===== config.mk =====
export PLATFORM = sky130hd
export DESIGN_NAME = gate_unit_arbiter
export DESIGN_NICKNAME = d
export VERILOG_FILES = /design/src/rtl/gate_unit_arbiter.sv
export SDC_FILE = /design/constraint.sdc
export NUM_CORES = 1
export LEC_CHECK = 0
export CAP_MARGIN = 15
export CORE_MARGIN = 4
export CORE_UTILIZATION = 39
export DETAILED_ROUTE_END_ITERATION = 7
export PLACE_DENSITY_LB_ADDON = 0.05
export SYNTH_ARGS = -nofsm -noshare
export SYNTH_HDL_FRONTEND = slang
export SYNTH_SLANG_ARGS = --single-unit

===== constraint.sdc =====
create_clock -name clk -period 3.45 [get_ports clk]
set_clock_uncertainty 0.1 [all_clocks]
set_input_delay 0.69 -clock clk [delete_from_list [all_inputs] [get_ports clk]]
set_output_delay 0.69 -clock clk [all_outputs]
set_load 0.05 [all_outputs]

===== src/rtl/gate_unit_arbiter.sv =====
`default_nettype none
// ============================================================================
// Module      : gate_unit_arbiter
// Description : Round-robin arbiter that shares one mux-built logic-gate
//               unit (AND/OR/NAND/NOR/XOR/XNOR) among N_REQ requesters and
//               returns each result through one registered, ID-tagged slot.
//               Optional macro GATE_ARB_ERR_EN adds a resp_err output that
//               flags reserved opcodes (6, 7).
// Revision    : 1.0 - initial release
// ============================================================================
module gate_unit_arbiter #(
    parameter int N_REQ = 4,
    parameter int ID_W  = 2
) (
    input  logic               clk,
    input  logic               rst,
    input  logic [N_REQ-1:0]   req_valid,
    output logic [N_REQ-1:0]   req_ready,
    input  logic [N_REQ-1:0]   req_a,
    input  logic [N_REQ-1:0]   req_b,
    input  logic [3*N_REQ-1:0] req_op,
    output logic               resp_valid,
    input  logic               resp_ready,
    output logic [ID_W-1:0]    resp_id,
    output logic               resp_y
`ifdef GATE_ARB_ERR_EN
    ,
    output logic               resp_err
`endif
);

    typedef enum logic [0:0] {
        ST_EMPTY = 1'b0,
        ST_FULL  = 1'b1
    } state_t;

    localparam logic [ID_W:0]   C_N_REQ   = (ID_W+1)'(N_REQ);
    localparam logic [ID_W-1:0] C_LAST_ID = ID_W'(N_REQ-1);

    state_t          r_state;
    state_t          w_state_nxt;
    logic [ID_W-1:0] r_rr_ptr;
    logic            w_can_accept;
    logic            w_found;
    logic            w_accept;
    logic [ID_W-1:0] w_win;
    logic [ID_W:0]   w_scan;
    logic            w_sel_a;
    logic            w_sel_b;
    logic [2:0]      w_sel_op;
    logic            w_in0;
    logic            w_in1;
    logic            w_y;

    // The slot state is exposed directly as resp_valid
    assign resp_valid   = (r_state == ST_FULL);
    assign w_can_accept = !resp_valid || resp_ready;
    assign w_accept     = !rst && w_can_accept && w_found;

    // Scan requests starting at the pointer; wrap uses an explicit compare so
    // non-power-of-two requester counts stay in range
    always_comb begin
        w_found = 1'b0;
        w_win   = '0;
        w_scan  = '0;
        for (int k = 0; k < N_REQ; k++) begin
            w_scan = {1'b0, r_rr_ptr} + (ID_W+1)'(k);
            if (w_scan >= C_N_REQ) begin
                w_scan = w_scan - C_N_REQ;
            end
            if (!w_found && req_valid[w_scan[ID_W-1:0]]) begin
                w_found = 1'b1;
                w_win   = w_scan[ID_W-1:0];
            end
        end
    end

    // One-hot grant to the winner, only when the slot can take a result
    always_comb begin
        req_ready = '0;
        if (w_accept) begin
            req_ready[w_win] = 1'b1;
        end
    end

    // Route the winner's operands and opcode to the shared gate
    always_comb begin
        w_sel_a  = 1'b0;
        w_sel_b  = 1'b0;
        w_sel_op = 3'd0;
        for (int i = 0; i < N_REQ; i++) begin
            if (ID_W'(i) == w_win) begin
                w_sel_a  = req_a[i];
                w_sel_b  = req_b[i];
                w_sel_op = req_op[3*i +: 3];
            end
        end
    end

    // Gate built as a 2:1 mux with a as select; reserved opcodes give 0
    always_comb begin
        w_in0 = 1'b0;
        w_in1 = 1'b0;
        case (w_sel_op)
            3'd0:    begin w_in0 = 1'b0;     w_in1 = w_sel_b;  end
            3'd1:    begin w_in0 = w_sel_b;  w_in1 = 1'b1;     end
            3'd2:    begin w_in0 = 1'b1;     w_in1 = ~w_sel_b; end
            3'd3:    begin w_in0 = ~w_sel_b; w_in1 = 1'b0;     end
            3'd4:    begin w_in0 = w_sel_b;  w_in1 = ~w_sel_b; end
            3'd5:    begin w_in0 = ~w_sel_b; w_in1 = w_sel_b;  end
            default: begin w_in0 = 1'b0;     w_in1 = 1'b0;     end
        endcase
        w_y = w_sel_a ? w_in1 : w_in0;
    end

    // Slot next state: fill on accept, drain when consumed with no refill
    always_comb begin
        w_state_nxt = r_state;
        case (r_state)
            ST_EMPTY: if (w_accept) w_state_nxt = ST_FULL;
            ST_FULL:  if (resp_ready && !w_accept) w_state_nxt = ST_EMPTY;
            default:  w_state_nxt = ST_EMPTY;
        endcase
    end

    // Slot state register
    always_ff @(posedge clk) begin
        if (rst) begin
            r_state <= ST_EMPTY;
        end else begin
            r_state <= w_state_nxt;
        end
    end

    // Round-robin pointer advances past the winner on every accept
    always_ff @(posedge clk) begin
        if (rst) begin
            r_rr_ptr <= '0;
        end else if (w_accept) begin
            r_rr_ptr <= (w_win == C_LAST_ID) ? '0 : w_win + 1'b1;
        end
    end

    // Response payload loads only on accept, so it holds under backpressure
    always_ff @(posedge clk) begin
        if (rst) begin
            resp_id <= '0;
            resp_y  <= 1'b0;
        end else if (w_accept) begin
            resp_id <= w_win;
            resp_y  <= w_y;
        end
    end

`ifdef GATE_ARB_ERR_EN
    // Reserved-opcode flag travels with the payload
    always_ff @(posedge clk) begin
        if (rst) begin
            resp_err <= 1'b0;
        end else if (w_accept) begin
            resp_err <= (w_sel_op[2:1] == 2'b11);
        end
    end
`endif

endmodule
`default_nettype wire


# [Word level (Yosys, flattened, before mapping)]
# Index checks and enable logic that the tools add are counted.
[word_totals] elab_cells=95 out_inout_bits=8 ff_bits=6 in_bits=27
[op_classes] n_reduce_logical=20 eq_ne=9 n_lt_le_gt_ge=10 addsub=8 muxes=42 bitwise_logic=2
[op_table] operator="$mux 1" count=20
[op_table] operator="$mux 2" count=9
[op_table] operator="$lt 2x3->1 const B" count=5
[op_table] operator="$mux 3" count=4
[op_table] operator="$ge 3x3->1 const B" count=3
[op_table] operator="$bmux 1 s2" count=4
[op_table] operator="$reduce_or 2->1" count=4
[op_table] operator="$sub 2x1->2 const B" count=4
[op_table] operator="$logic_and 1x1->1" count=7
[op_table] operator="$add 2x2->3 const B" count=2
[op_table] operator="$eq 3x2->1 const B" count=2
[op_table] operator="$eq 3x3->1 const B" count=2
[op_table] operator="$logic_not 1->1" count=6
[op_table] operator="$pmux 1 s3" count=2
[op_table] operator="$eq 2x2->1 const A" count=2
[op_table] operator="$mux 4" count=1
[op_table] operator="$add 2x1->3 const B" count=1
[op_table] operator="$eq 3x1->1 const B" count=1
[op_table] operator="$ge 2x3->1 const B" count=1
[op_table] operator="$logic_not 3->1" count=1
[op_table] operator="$add 2x1->2 const B" count=1
[op_table] operator="$demux 1 s2" count=1
[op_table] operator="$eq 1x2->1 const A" count=1
[op_table] operator="$eq 2x2->1 const B" count=1
[op_table] operator="5 further kinds" count=6

# [Depth between registers and ports, before layout]
[depth] ltp_word=23 depth_mapped=14 ltp_nobuf=13

# [Worst setup path after synthesis]
# No wires, ideal clock.
[synth_timing] path_kind="input port to output port" startpoint="in req_valid[0]" endpoint="out req_ready[3]" path_stages=10 path_slack_ns=-0.746 t_required_ns=2.660 t_arrival_ns=3.406 path_cell_list="nor2b_1 -> a21oi_1 -> nor2_1 -> a221oi_1 -> nand2b_1 -> inv_1 -> ha_1 -> buf_6 -> inv_1 -> nor4_1"
[synth_between] elab_chain_cells=17
[synth_rtl] item="from (decl)" line="17" text="input logic [N_REQ-1:0] req_valid,"
[synth_rtl] item="$bmux 1 s2" line="71" text="if (!w_found && req_valid[w_scan[ID_W-1:0]]) begin"
[synth_rtl] item="$mux 1 (implied by the code)" line="71"
[synth_rtl] item="$mux 1" line="71"
[synth_rtl] item="$logic_not 1->1" line="71"
[synth_rtl] item="$logic_and 1x1->1" line="71"
[synth_rtl] item="$mux 1" line="71"
[synth_rtl] item="$logic_not 1->1" line="71"
[synth_rtl] item="$logic_and 1x1->1" line="71"
[synth_rtl] item="(+2 left out)"
[synth_rtl] item="$logic_and 1x1->1" line="71"
[synth_rtl] item="$mux 2 *" line="71"
[synth_rtl] item="named net w_win[0]" line="46" text="logic [ID_W-1:0] w_win;"
[synth_rtl] item="$lt 2x3->1 (implied by the code) or $ge 2x1->1 (tied branches)" line="82" text="req_ready[w_win] = 1'b1;"
[synth_rtl] item="$logic_and 1x1->1 (implied by the code)" line="82"
[synth_rtl] item="$mux 1 (implied by the code)" line="82"
[synth_rtl] item="$demux 1 s2 *" line="82"
[synth_rtl] item="$mux 4 *" line="81" text="if (w_accept) begin"
[synth_rtl] item="to (decl)" line="18" text="output logic [N_REQ-1:0] req_ready,"
# Mark *: on every way through the listed nets, which the timed path passes. The rest lies on a longest branch. The select of a mux whose other input is x is not followed.

# [Worst setup path in the final report]
[layout_timing] startpoint="in req_valid[0]" endpoint="out req_ready[0]"
[layout_between] elab_chain_cells=17
[layout_rtl] item="$bmux 1 s2" line="71"
[layout_rtl] item="$mux 1 (implied by the code)" line="71"
[layout_rtl] item="$mux 1" line="71"
[layout_rtl] item="$logic_not 1->1" line="71"
[layout_rtl] item="$logic_and 1x1->1" line="71"
[layout_rtl] item="$mux 1" line="71"
[layout_rtl] item="$logic_not 1->1" line="71"
[layout_rtl] item="$logic_and 1x1->1" line="71"
[layout_rtl] item="$mux 1" line="71"
[layout_rtl] item="$logic_not 1->1" line="71"
[layout_rtl] item="$logic_and 1x1->1" line="71"
[layout_rtl] item="$mux 2" line="71"
[layout_rtl] item="$lt 2x3->1 (implied by the code) or $ge 2x1->1 (tied branches)" line="82"
[layout_rtl] item="$logic_and 1x1->1 (implied by the code)" line="82"
[layout_rtl] item="$mux 1 (implied by the code)" line="82"
[layout_rtl] item="$demux 1 s2" line="82"
[layout_rtl] item="$mux 4 *" line="81"
# Mark *: on every way between the ends. The rest lies on a longest branch, timed or not. The select of a mux whose other input is x is not followed.

==> impl_metrics.json <==
{
  "yosys_warnings": 0,
  "gp_congestion": 0.774,
  "grt_overflow_total": 0,
  "port_buffers": 34,
  "final.setup.tns_ns": 0,
  "period_share_pct": 89.9,
  "arrival_ns": 2.31,
  "timing_worst_setup_path_type": "input port to primary output",
  "hold_class": "register to register",
  "cts_tree": "yes",
  "power_density_nw_per_um2": 650,
  "nets": 173,
  "ys_ff_latch": 6,
  "regToRegSetupSlack_ns": 0.67,
  "hold_viol": 0,
  "min_path_cells": 2,
  "cp_cell_sequence": "dlymetal6s2s_1 > nor2b_1 > a21oi_1 > nor2_1 > a221oi_2 > nand2b_1 > buf_4 > ha_1 > buf_4 > and2_1 > buf_12",
  "top_level_ports": 35,
  "syn_avg_cell_area_um2": 7.81,
  "htree_levels": 1,
  "totalWireLength_um": 2100,
  "clk_path_buf_depth": 2,
  "rows": 14,
  "finalPower_mw": 0.839,
  "setup_ws_ns": 0.348,
  "drc_errors": 0,
  "layout-drive-gt1-share_pct": 28.6,
  "drv_slew": 0,
  "initial_core_util_pct": 43.6,
  "netlist_area_um2": 687,
  "grt_util_all_layers_pct": 17.7,
  "fmax_mhz": 322,
  "core_region_area_um2": 1580,
  "die_y_um": 50.0,
  "cp_max_fo": 3,
  "wl_per_cell_um": 13.5,
  "r2r-start": "r_rr_ptr[0]$_SDFFE_PP0P_",
  "start_kind": "input port",
  "r2r_cells": 13,
  "critPathBufInv": 4,
  "cap_violations": 0,
  "final-setup-viol-count": 0,
  "ant_nets": 0,
  "cts.clk_slew.worst_paths_ns": 0.04,
  "place_ws_ns": -0.282,
  "vias": 835,
  "drt_pass1_iterations": 4,
  "end_kind": "primary output",
  "clk-insertion-delay-late_ns": 0.24,
  "antenna_found_initial": 0,
  "cp_slowest_cell": "ha_1",
  "antennaDiodeCount": 0,
  "required_ns": 2.66,
  "tightest_slew_ns": 0.509,
  "syn_to_final_growth_pct": 87.8,
  "ir_drop_mv": 0.434,
  "rsz0062_at_grt": "false",
  "clock-root-buffer": "clkbuf_4",
  "viasPerCell": 5.35,
  "clock-sinks": 6,
  "final_cell_mix": "26 x clkdlybuf4s50_1, 18 x buf_4, 9 x nand2_1",
  "grt_pass1_wl_um": 3510,
  "synth_fp_nets": 119,
  "period_minus_slack_ns": 3.10,
  "fp.dieW_um": 50.0,
  "fp.dieArea_um2": 2500,
  "grt_max_degree": 10,
  "yosysSeqAreaShare_pct": 17.5,
  "maxSlewHeadroom_pct": 65.9,
  "place_area_um2": 1200,
  "max_stage_delay_ns": 0.22,
  "synth_cell_types": 35,
  "cp_common_cell": "buf_4",
  "final_common_cell": "clkdlybuf4s50_1",
  "drtIter0Drc": 9,
  "hold_end": "resp_id[0]$_SDFFE_PP0P_",
  "power_leakage_nw": 0.561,
  "cts_made_buffers": 3,
  "worstReg2RegEnd": "resp_y$_SDFFE_PP0P_",
  "path_delay_family": "buffers and inverters",
  "syn_inst": 88,
  "dpl.hpwl_um": 1630,
  "min_from": "resp_id[0]$_SDFFE_PP0P_",
  "grt_pass1_vias": 823,
  "fin_area_um2": 1290,
  "status": "finished, final reports clean"
}
==> worst reg2reg max path: stages, from the launching register on <==
cell and delay [ns]:
dfxtp_1 0.41, nor2b_1 0.09, a21oi_1 0.11, nor2_1 0.06, a221oi_2 0.20, nand2b_1 0.13
buf_4 0.15, ha_1 0.27, a211oi_1 0.25, a221oi_2 0.14, or3b_1 0.39, o2bb2ai_1 0.19
o211ai_1 0.12, o221ai_2 0.08
==> report_power, final <==
part | total (mW) | leakage, nW | switching, mW | internal (mW)
Combinational | 0.669 | 0.497 | 0.336 | 0.333
Sequential | 0.106 | 0.0499 | 0.0172 | 0.0885
Clock | 0.0645 | 0.0138 | 0.0251 | 0.0393
==> area by class of cell <==
cell class	count	area (um2)
clock buffer	3	22.5
fill	98	287
inverter	7	26.3
multi-input combinational	72	576
sequential	6	120
tap	16	20.0
timing repair buffer	52	526
==> metrics by stage <==
stage                     hold WS (ns)  utilization, %  instances
after floorplan                  0.380               -         88
after global placement           0.376            76.3        152
after detailed placement         0.393            76.3        152
after CTS                        0.402            80.1        155
after global routing             0.433            81.8        156
final                            0.395            81.8        156
==> kinds of logic after synthesis <==
kind of cell / count (synthesis) / share of synthesized area (%)
muxes: 2 / 2.91
adders and majority gates: 5 / 8.93
DFF: 6 / 17.5
and+or+nand+nor: 40 / 31.7
xor gates and xnor gates: 1 / 1.28
AOI/OAI and AO/OA: 24 / 30.1
buffers and inverters: 10 / 7.65
==> registers in the layout, indices dropped and copies added (netlist names) <==
signal / count
resp_id: 2
resp_y: 1
resp_valid: 1
r_rr_ptr: 2
==> metal layers <==
metal | track usage, % | vias to the layer above | part of all wire [%]
li1 | - | 423 | -
met1 | 20.3 | 384 | 42
met2 | 32.2 | 28 | 51
met3 | 6.63 | 0 | 6.8
met4 | 1.38 | 0 | 0
met5 | 0 | - | 0
==> what timing repair did <==
item,CTS,global route
endpoints found under the setup margin,5,5
hold buffers,0,0
endpoints found under the hold margin,0,0
pin swaps,1,3
gates resized for setup,6,9
buffers inserted,0,1
==> cell usage after synthesis <==
master,instances,area share [%]
nand2_1,9,4.9
inv_1,7,3.8
dfxtp_1,6,17
nor2_1,6,3.3
nor2b_1,6,5.5
nand2b_1,5,4.6
ha_1,4,7.3
o211ai_1,4,4.4
a21oi_1,3,2.2
and2_1,3,2.7
nor3b_1,3,3.3
o22ai_1,3,2.7
a211oi_1,2,2.2
a221oi_1,2,2.6
buf_6,2,3.3
mux2i_1,2,2.9
nor3_1,2,1.5
nor4_1,2,1.8
a211o_1,1,1.3
a21o_1,1,1.1
a21oi_4,1,2.4
a221oi_2,1,2.2
clkbuf_1,1,0.55
maj3_2,1,1.6
nand3b_1,1,1.1
nor2_2,1,0.91
o21ai_0,1,0.73
o21ai_1,1,0.73
o221ai_2,1,2.2
o22a_1,1,1.3
o22ai_4,1,2.9
o2bb2ai_1,1,1.3
or3_1,1,0.91
or3b_1,1,1.3
xor2_1,1,1.3
==> worst max path at each step <==
stage | startpoint | end | slack, ns | depth (start not counted)
6_report | req_valid[0] | req_ready[0] | 0.35 | 11
3_5_place_dp | req_valid[1] | resp_y$_SDFFE_PP0P_ | -0.28 | 13
5_1_grt | req_valid[0] | req_ready[0] | 0.26 | 11
3_3_place_gp | req_valid[0] | resp_y$_SDFFE_PP0P_ | -0.16 | 13
4_1_cts | req_valid[0] | req_ready[3] | 0.009 | 11
2_1_floorplan | req_valid[0] | req_ready[3] | 0.12 | 10
Power figures use the tool's default switching activity.
